**src/rtl/codec_write_buffer_pkg.sv**
```systemverilog
// Shared definitions for the audio output path: sample width, stereo pair
// layout and the write-buffer FSM state encoding.
package codec_write_buffer_pkg;

    // Sample width common to the FIR filter, this buffer and the top level.
    localparam int SAMPLE_W = 24;

    // One stereo sample pair; left occupies the upper half when flattened.
    typedef struct packed {
        logic signed [SAMPLE_W-1:0] left;
        logic signed [SAMPLE_W-1:0] right;
    } stereo_pair_t;

    // Write-buffer FSM: PRIMING waits for the fill threshold, STREAMING pops.
    typedef enum logic [0:0] {
        ST_PRIMING   = 1'b0,
        ST_STREAMING = 1'b1
    } wbuf_state_t;

    // Ceiling of the underflow event counter.
    localparam logic [15:0] UFLOW_SAT = 16'hFFFF;

    // Saturating increment used for the underflow counter.
    function automatic logic [15:0] sat_inc16(input logic [15:0] v);
        return (v == UFLOW_SAT) ? v : v + 16'd1;
    endfunction

endpackage

```
**src/rtl/codec_write_buffer_if.sv**
```systemverilog
// Bus between the filter (producer), the write buffer and the CODEC (consumer).
//
// Handshake semantics:
//   Filter side: a pair transfers on a cycle where in_valid && in_ready. If
//   in_valid is high while in_ready is low the pair is lost (not held) and the
//   buffer raises its sticky overflow flag; the producer does not need to hold.
//   CODEC side: write_ready means the CODEC takes writedata_* this cycle;
//   write echoes it as the strobe, so every cycle with write high is one
//   completed transfer of writedata_left/right.
interface codec_write_buffer_if
    import codec_write_buffer_pkg::*;
#(
    parameter int WIDTH = SAMPLE_W,
    parameter int DEPTH = 8
);
    localparam int LW = $clog2(DEPTH) + 1;

    logic             in_valid;
    logic [WIDTH-1:0] in_left;
    logic [WIDTH-1:0] in_right;
    logic             in_ready;
    logic             write_ready;
    logic             write;
    logic [WIDTH-1:0] writedata_left;
    logic [WIDTH-1:0] writedata_right;
    logic [LW-1:0]    level;
    logic [15:0]      underflow_count;
    logic             overflow;

    // Driven by the filter/CODEC side (or a testbench).
    modport master (
        output in_valid, in_left, in_right, write_ready,
        input  in_ready, write, writedata_left, writedata_right,
               level, underflow_count, overflow
    );

    // Used by the write buffer itself.
    modport slave (
        input  in_valid, in_left, in_right, write_ready,
        output in_ready, write, writedata_left, writedata_right,
               level, underflow_count, overflow
    );
endinterface

```
**src/rtl/codec_write_buffer_stereo_fifo_mem.sv**
```systemverilog
// DEPTH x (2*WIDTH) storage for stereo pairs: synchronous write, asynchronous
// read so the FIFO head is available in the same cycle it is popped.
module stereo_fifo_mem #(
    parameter int WIDTH = 24,
    parameter int DEPTH = 8,
    localparam int AW   = $clog2(DEPTH)
) (
    input  logic               clk,
    input  logic               wr_en,
    input  logic [AW-1:0]      wr_addr,
    input  logic [2*WIDTH-1:0] wr_data,
    input  logic [AW-1:0]      rd_addr,
    output logic [2*WIDTH-1:0] rd_data
);
    logic [2*WIDTH-1:0] mem [DEPTH];

    // Store the incoming pair at the write pointer.
    always_ff @(posedge clk) begin
        if (wr_en) begin
            mem[wr_addr] <= wr_data;
        end
    end

    assign rd_data = mem[rd_addr];
endmodule

```
**src/rtl/codec_write_buffer.sv**
```systemverilog
// Stereo write buffer between the FIR filter and the CODEC write port.
// Queues pairs, primes to a threshold, then hands one pair per CODEC
// handshake out of a registered holding stage. Underflow repeats the last
// pair and is counted; overflow drops the incoming pair and sets a flag.
module codec_write_buffer
    import codec_write_buffer_pkg::*;
#(
    parameter int          WIDTH           = SAMPLE_W,
    parameter int          DEPTH           = 8,
    parameter int          PRIME           = 4,
    // Reset value of the underflow counter; nonzero only for bring-up runs
    // that need to reach saturation without 65k real underflows.
    parameter logic [15:0] UNDERFLOW_RESET = 16'h0000
) (
    input  logic                clk,
    input  logic                reset,
    codec_write_buffer_if.slave bus,
    output wbuf_state_t         dbg_state
);
    localparam int PW = $clog2(DEPTH);
    localparam int LW = PW + 1;

    wbuf_state_t        state_q;
    wbuf_state_t        state_d;
    logic [PW-1:0]      wptr_q;
    logic [PW-1:0]      rptr_q;
    logic [LW-1:0]      level_q;
    logic [WIDTH-1:0]   hold_l_q;
    logic [WIDTH-1:0]   hold_r_q;
    logic [15:0]        ucnt_q;
    logic               ovf_q;

    logic               in_ready;
    logic               handshake;
    logic               push;
    logic               drop;
    logic               pop;
    logic               uflow;
    logic [2*WIDTH-1:0] head;

    // Full is decoded from the registered level only, so a same-cycle pop
    // never frees a slot for a push.
    assign in_ready  = (level_q != LW'(DEPTH));
    assign handshake = bus.write_ready && !reset;
    assign push      = bus.in_valid && in_ready;
    assign drop      = bus.in_valid && !in_ready;

    stereo_fifo_mem #(
        .WIDTH (WIDTH),
        .DEPTH (DEPTH)
    ) u_mem (
        .clk     (clk),
        .wr_en   (push),
        .wr_addr (wptr_q),
        .wr_data ({bus.in_left, bus.in_right}),
        .rd_addr (rptr_q),
        .rd_data (head)
    );

    // FSM state register.
    always_ff @(posedge clk) begin
        if (reset) begin
            state_q <= ST_PRIMING;
        end else begin
            state_q <= state_d;
        end
    end

    // FSM next state: leave PRIMING once the threshold is met, fall back on underflow.
    always_comb begin
        state_d = state_q;
        case (state_q)
            ST_PRIMING: begin
                if (level_q >= LW'(PRIME)) begin
                    state_d = ST_STREAMING;
                end
            end
            ST_STREAMING: begin
                if (uflow) begin
                    state_d = ST_PRIMING;
                end
            end
            default: state_d = ST_PRIMING;
        endcase
    end

    // FSM outputs: a STREAMING handshake pops if data exists, else it is an underflow.
    always_comb begin
        pop   = 1'b0;
        uflow = 1'b0;
        if (state_q == ST_STREAMING && handshake) begin
            if (level_q != '0) begin
                pop = 1'b1;
            end else begin
                uflow = 1'b1;
            end
        end
    end

    // Pointers, occupancy, holding register and status counters.
    always_ff @(posedge clk) begin
        if (reset) begin
            wptr_q   <= '0;
            rptr_q   <= '0;
            level_q  <= '0;
            hold_l_q <= '0;
            hold_r_q <= '0;
            ucnt_q   <= UNDERFLOW_RESET;
            ovf_q    <= 1'b0;
        end else begin
            if (push) begin
                wptr_q <= wptr_q + PW'(1);
            end
            if (pop) begin
                rptr_q   <= rptr_q + PW'(1);
                hold_l_q <= head[2*WIDTH-1:WIDTH];
                hold_r_q <= head[WIDTH-1:0];
            end
            case ({push, pop})
                2'b10:   level_q <= level_q + LW'(1);
                2'b01:   level_q <= level_q - LW'(1);
                default: level_q <= level_q;
            endcase
            if (uflow) begin
                ucnt_q <= sat_inc16(ucnt_q);
            end
            if (drop) begin
                ovf_q <= 1'b1;
            end
        end
    end

    assign bus.in_ready        = in_ready;
    assign bus.write           = handshake;
    assign bus.writedata_left  = hold_l_q;
    assign bus.writedata_right = hold_r_q;
    assign bus.level           = level_q;
    assign bus.underflow_count = ucnt_q;
    assign bus.overflow        = ovf_q;
    assign dbg_state           = state_q;
endmodule

```
**src/flat_wrapper.sv**
```systemverilog
// flat-port wrapper written by rule: the top's interface ports become plain ports
module codec_write_buffer_flat import codec_write_buffer_pkg::*;
#(
    parameter int          WIDTH           = SAMPLE_W,
    parameter int          DEPTH           = 8,
    parameter int          PRIME           = 4,
                                                                           
                                                                 
    parameter logic [15:0] UNDERFLOW_RESET = 16'h0000
)
  (clk, reset, dbg_state, bus_in_valid, bus_in_left, bus_in_right, bus_write_ready, bus_in_ready, bus_write, bus_writedata_left, bus_writedata_right, bus_level, bus_underflow_count, bus_overflow);
  codec_write_buffer_if #(.WIDTH(WIDTH), .DEPTH(DEPTH)) bus_i ();
  input  logic clk;
  input  logic reset;
  output wbuf_state_t dbg_state;
  input wire logic [$bits(bus_i.in_valid)-1:0] bus_in_valid;
  input wire logic [$bits(bus_i.in_left)-1:0] bus_in_left;
  input wire logic [$bits(bus_i.in_right)-1:0] bus_in_right;
  input wire logic [$bits(bus_i.write_ready)-1:0] bus_write_ready;
  output wire logic [$bits(bus_i.in_ready)-1:0] bus_in_ready;
  output wire logic [$bits(bus_i.write)-1:0] bus_write;
  output wire logic [$bits(bus_i.writedata_left)-1:0] bus_writedata_left;
  output wire logic [$bits(bus_i.writedata_right)-1:0] bus_writedata_right;
  output wire logic [$bits(bus_i.level)-1:0] bus_level;
  output wire logic [$bits(bus_i.underflow_count)-1:0] bus_underflow_count;
  output wire logic [$bits(bus_i.overflow)-1:0] bus_overflow;
  assign bus_i.in_valid = bus_in_valid;
  assign bus_i.in_left = bus_in_left;
  assign bus_i.in_right = bus_in_right;
  assign bus_i.write_ready = bus_write_ready;
  assign bus_in_ready = bus_i.in_ready;
  assign bus_write = bus_i.write;
  assign bus_writedata_left = bus_i.writedata_left;
  assign bus_writedata_right = bus_i.writedata_right;
  assign bus_level = bus_i.level;
  assign bus_underflow_count = bus_i.underflow_count;
  assign bus_overflow = bus_i.overflow;
  codec_write_buffer #(.WIDTH(WIDTH), .DEPTH(DEPTH), .PRIME(PRIME), .UNDERFLOW_RESET(UNDERFLOW_RESET)) u_core (.clk(clk), .reset(reset), .bus(bus_i), .dbg_state(dbg_state));
endmodule
```
**config.mk**
```make
export PLATFORM = sky130hd
export DESIGN_NAME = codec_write_buffer_flat
export DESIGN_NICKNAME = d
export VERILOG_FILES = /design/src/rtl/codec_write_buffer_pkg.sv /design/src/rtl/codec_write_buffer_if.sv /design/src/rtl/codec_write_buffer_stereo_fifo_mem.sv /design/src/rtl/codec_write_buffer.sv /design/src/flat_wrapper.sv
export SDC_FILE = /design/constraint.sdc
export NUM_CORES = 1
export LEC_CHECK = 0
export CAP_MARGIN = 10
export CORE_UTILIZATION = 58
export DETAILED_ROUTE_END_ITERATION = 6
export GPL_ROUTABILITY_DRIVEN = 0
export PLACE_DENSITY = 0.79
export SLEW_MARGIN = 20
export SYNTH_ARGS = -nofsm -noshare
export SYNTH_HDL_FRONTEND = slang
export SYNTH_HIERARCHICAL = 1
export SYNTH_SLANG_ARGS = --single-unit
```
**constraint.sdc**
```tcl
create_clock -name clk -period 5.8 [get_ports clk]
set_input_delay 0.87 -clock clk [delete_from_list [all_inputs] [get_ports clk]]
set_output_delay 0.87 -clock clk [all_outputs]
set_load 0.01 [all_outputs]
```
==> impl_metrics.yaml <==
outcome:
  outcome: "complete, no violations"
sta:
  fin_crit_ns: 3.11
  rsz0062_at_grt: "no"
  hold_viol_final: 0
  max_freq_ghz: 0.321
  fin_crit_sh: 0.537
  finalSetupViolations: 0
  relSlewSlack: 0.283
  clock_skew_ns: 0.0156
  finalMaxSlewViolations: 0
  setup_tns_ns: 0
  worst_slack_ns: 2.69
  tightest_slew_ns: 1.07
die:
  die_w_um: 177
  pin_count: 124
  die_height_um: 177
  start_util: 0.595
  rows: 63
  fp.dieArea_um2: 31500
  fp.coreArea_um2: 30000
finish:
  finalNetCount: 1151
  stdcell_count: 1518
  fin_util: 0.699
  final_cell_mix: "384 x edfxtp_1, 122 x clkdlybuf4s50_1, 109 x nand2_1"
  areaGrowthSynthToFinish_pct: 17.4
  num_antenna_cells: 0
  drive_above_1_share: 0.222
  final_common_cell: "edfxtp_1"
route:
  wire_per_inst_um: 23.5
  drtIter0Drc: 764
  drc_errors: 0
  routed_via_density: 6.00
  routed_wirelength_um: 35700
  ant_nets: 0
  first_pass_iters: 5
  vias: 9114
global_route:
  antenna_found_initial: 0
  gr-total-overflow: 0
  track_usage: 0.234
  grt_pass1_wl_um: 54400
  grt_pass1_vias: 9313
  grt_max_degree: 84
clock_network:
  postCtsHoldBufs: 0
  cts-root-buf: "clkbuf_16"
  cts_tree: "built"
  htree_levels: 2
  clkTransAtPathRegs_ns: 0.06
  clock_path_buffers: 3
  ctsResizeCount: 0
  clk_latency_ns: 0.54
  postCtsSetupBuffers: 0
  cts_made_buffers: 45
  cts_sinks: 460
placed_design:
  placed_cells: 1433
  io_buffers: 123
  dp_hpwl_um: 19500
  post-place-ws_ns: 1.99
worst_setup_path:
  crit_type: "reg2out"
  end_kind: "primary output"
  required_ns: 4.93
  arrival_ns: 2.24
  crit_fanout: 7
  critPathLaunchType: "flop"
synthesis:
  synth_top_cell_by_area: "edfxtp_1"
  yosysSeqAreaShare: 0.732
  syn_area_um2: 17800
  ys_ff_latch: 460
  synth-main-ff-cell: "edfxtp_1"
  syn_inst: 956
  synth_edf_count: 384
  postSynthAreaPerCell_um2: 18.7
  ys_types: 50
  async_flop_share: 0
  synth.net_count: 1015
  ys_warn_count: 6
  yosys.area.top_type_share: 0.647
  synth.area.top_cells: "edfxtp_1 65%, mux4_2 12%, dfxtp_1 8.5%, mux2_4 3.4%, nand2_1 2.3%"
power:
  power.total_uw: 6750
  vdd_drop_max_mv: 0.248
  leakagePower_uw: 0.00656
  powerDensity_nw_per_um2: 323
min_path:
  hp-class: "reg2reg"
job:
  cap_violations: 0
[critical path, stage by stage (launching register included)]
cell and delay (ns):
dfxtp_1 0.49, or4b_2 0.70, clkdlybuf4s50_1 0.51
[metrics by stage]
step | hold slack (ns) | area [um^2]
after floorplan | 0.474 | 17800
after global placement | 0.445 | 19400
after CTS | 0.455 | 20900
after global routing | 0.474 | 20900
final | 0.452 | 20900
after detailed placement | 0.446 | 19400
[path summary, 6_finish.rpt]
check,start,endpoint,slack (ns),depth (start not counted)
setup reg to reg,u_core/bus.level[3],u_core/bus.level[3],2.86,8
hold reg to reg,u_core/bus.writedata_right[9],u_core/bus.writedata_right[9],0.45,2
hold / removal,u_core/bus.writedata_right[9],u_core/bus.writedata_right[9],0.45,2
setup / recovery,u_core/bus.level[3],bus_in_ready,2.69,2
[kinds of logic after synthesis]
family | count (synthesis) | share of synthesized area
adder cells (fa/ha/maj) | 7 | 0.00533
AO/OA/AOI/OAI | 81 | 0.0249
XOR/XNOR | 6 | 0.00295
multiplexers | 149 | 0.164
AND/OR/NAND/NOR | 195 | 0.0521
flip-flops | 460 | 0.732
buffers and inverters | 58 | 0.0192
[state kept, by name, summed over array words and instances (netlist names), 3 cells and up]
| register | cells |
|---|---|
| u_core/bus.writedata_left | 24 |
| u_core/rptr_q | 3 |
| u_core/bus.underflow_count | 16 |
| u_core/bus.level | 4 |
| u_core/u_mem/mem | 384 |
| u_core/wptr_q | 3 |
| u_core/bus.writedata_right | 24 |
[per-layer routing]
metal / vias to the layer above / share of wire / track usage
met5: - / 0 / 0
met4: 0 / 0.016 / 0.0655
met3: 42 / 0.061 / 0.0373
met2: 341 / 0.52 / 0.398
met1: 4670 / 0.41 / 0.316
li1: 4061 / - / -
[Yosys cell counts (2+ instances only)]
| master | n |
|---|---|
| nand4_1 | 5 |
| o31ai_1 | 7 |
| mux4_1 | 3 |
| dfxtp_1 | 76 |
| buf_12 | 5 |
| mux2_4 | 40 |
| a211oi_1 | 2 |
| buf_4 | 2 |
| mux2_2 | 12 |
| buf_2 | 16 |
| buf_6 | 2 |
| and4_1 | 2 |
| o21ai_0 | 3 |
| nand2b_1 | 3 |
| or3_1 | 3 |
| ha_1 | 6 |
| or4_1 | 9 |
| nor4_1 | 4 |
| xor2_1 | 5 |
| nand3_1 | 13 |
| buf_1 | 2 |
| nor3b_1 | 2 |
| mux4_2 | 93 |
| inv_1 | 6 |
| nor3_1 | 5 |
| a21oi_1 | 64 |
| nor2b_1 | 5 |
| nand2_1 | 109 |
| edfxtp_1 | 384 |
| nor2_1 | 25 |
| clkbuf_1 | 24 |
[report_power, final]
group	internal [uW]	total [uW]	switching (uW)
logic	110	239	129
registers	3650	3670	22.4
clock network	1650	2850	1200
total	5400	6750	1350
[area by class of cell]
type / instances / area [um^2]
fill: 1862 / 9030
timing repair buffer: 140 / 1400
multi-input combinational: 438 / 4490
tap: 390 / 488
sequential: 460 / 13100
inverter: 7 / 26.3
clock inverter: 24 / 215
clock buffer: 59 / 1240
Note: power is estimated with default switching activity, not from simulation.
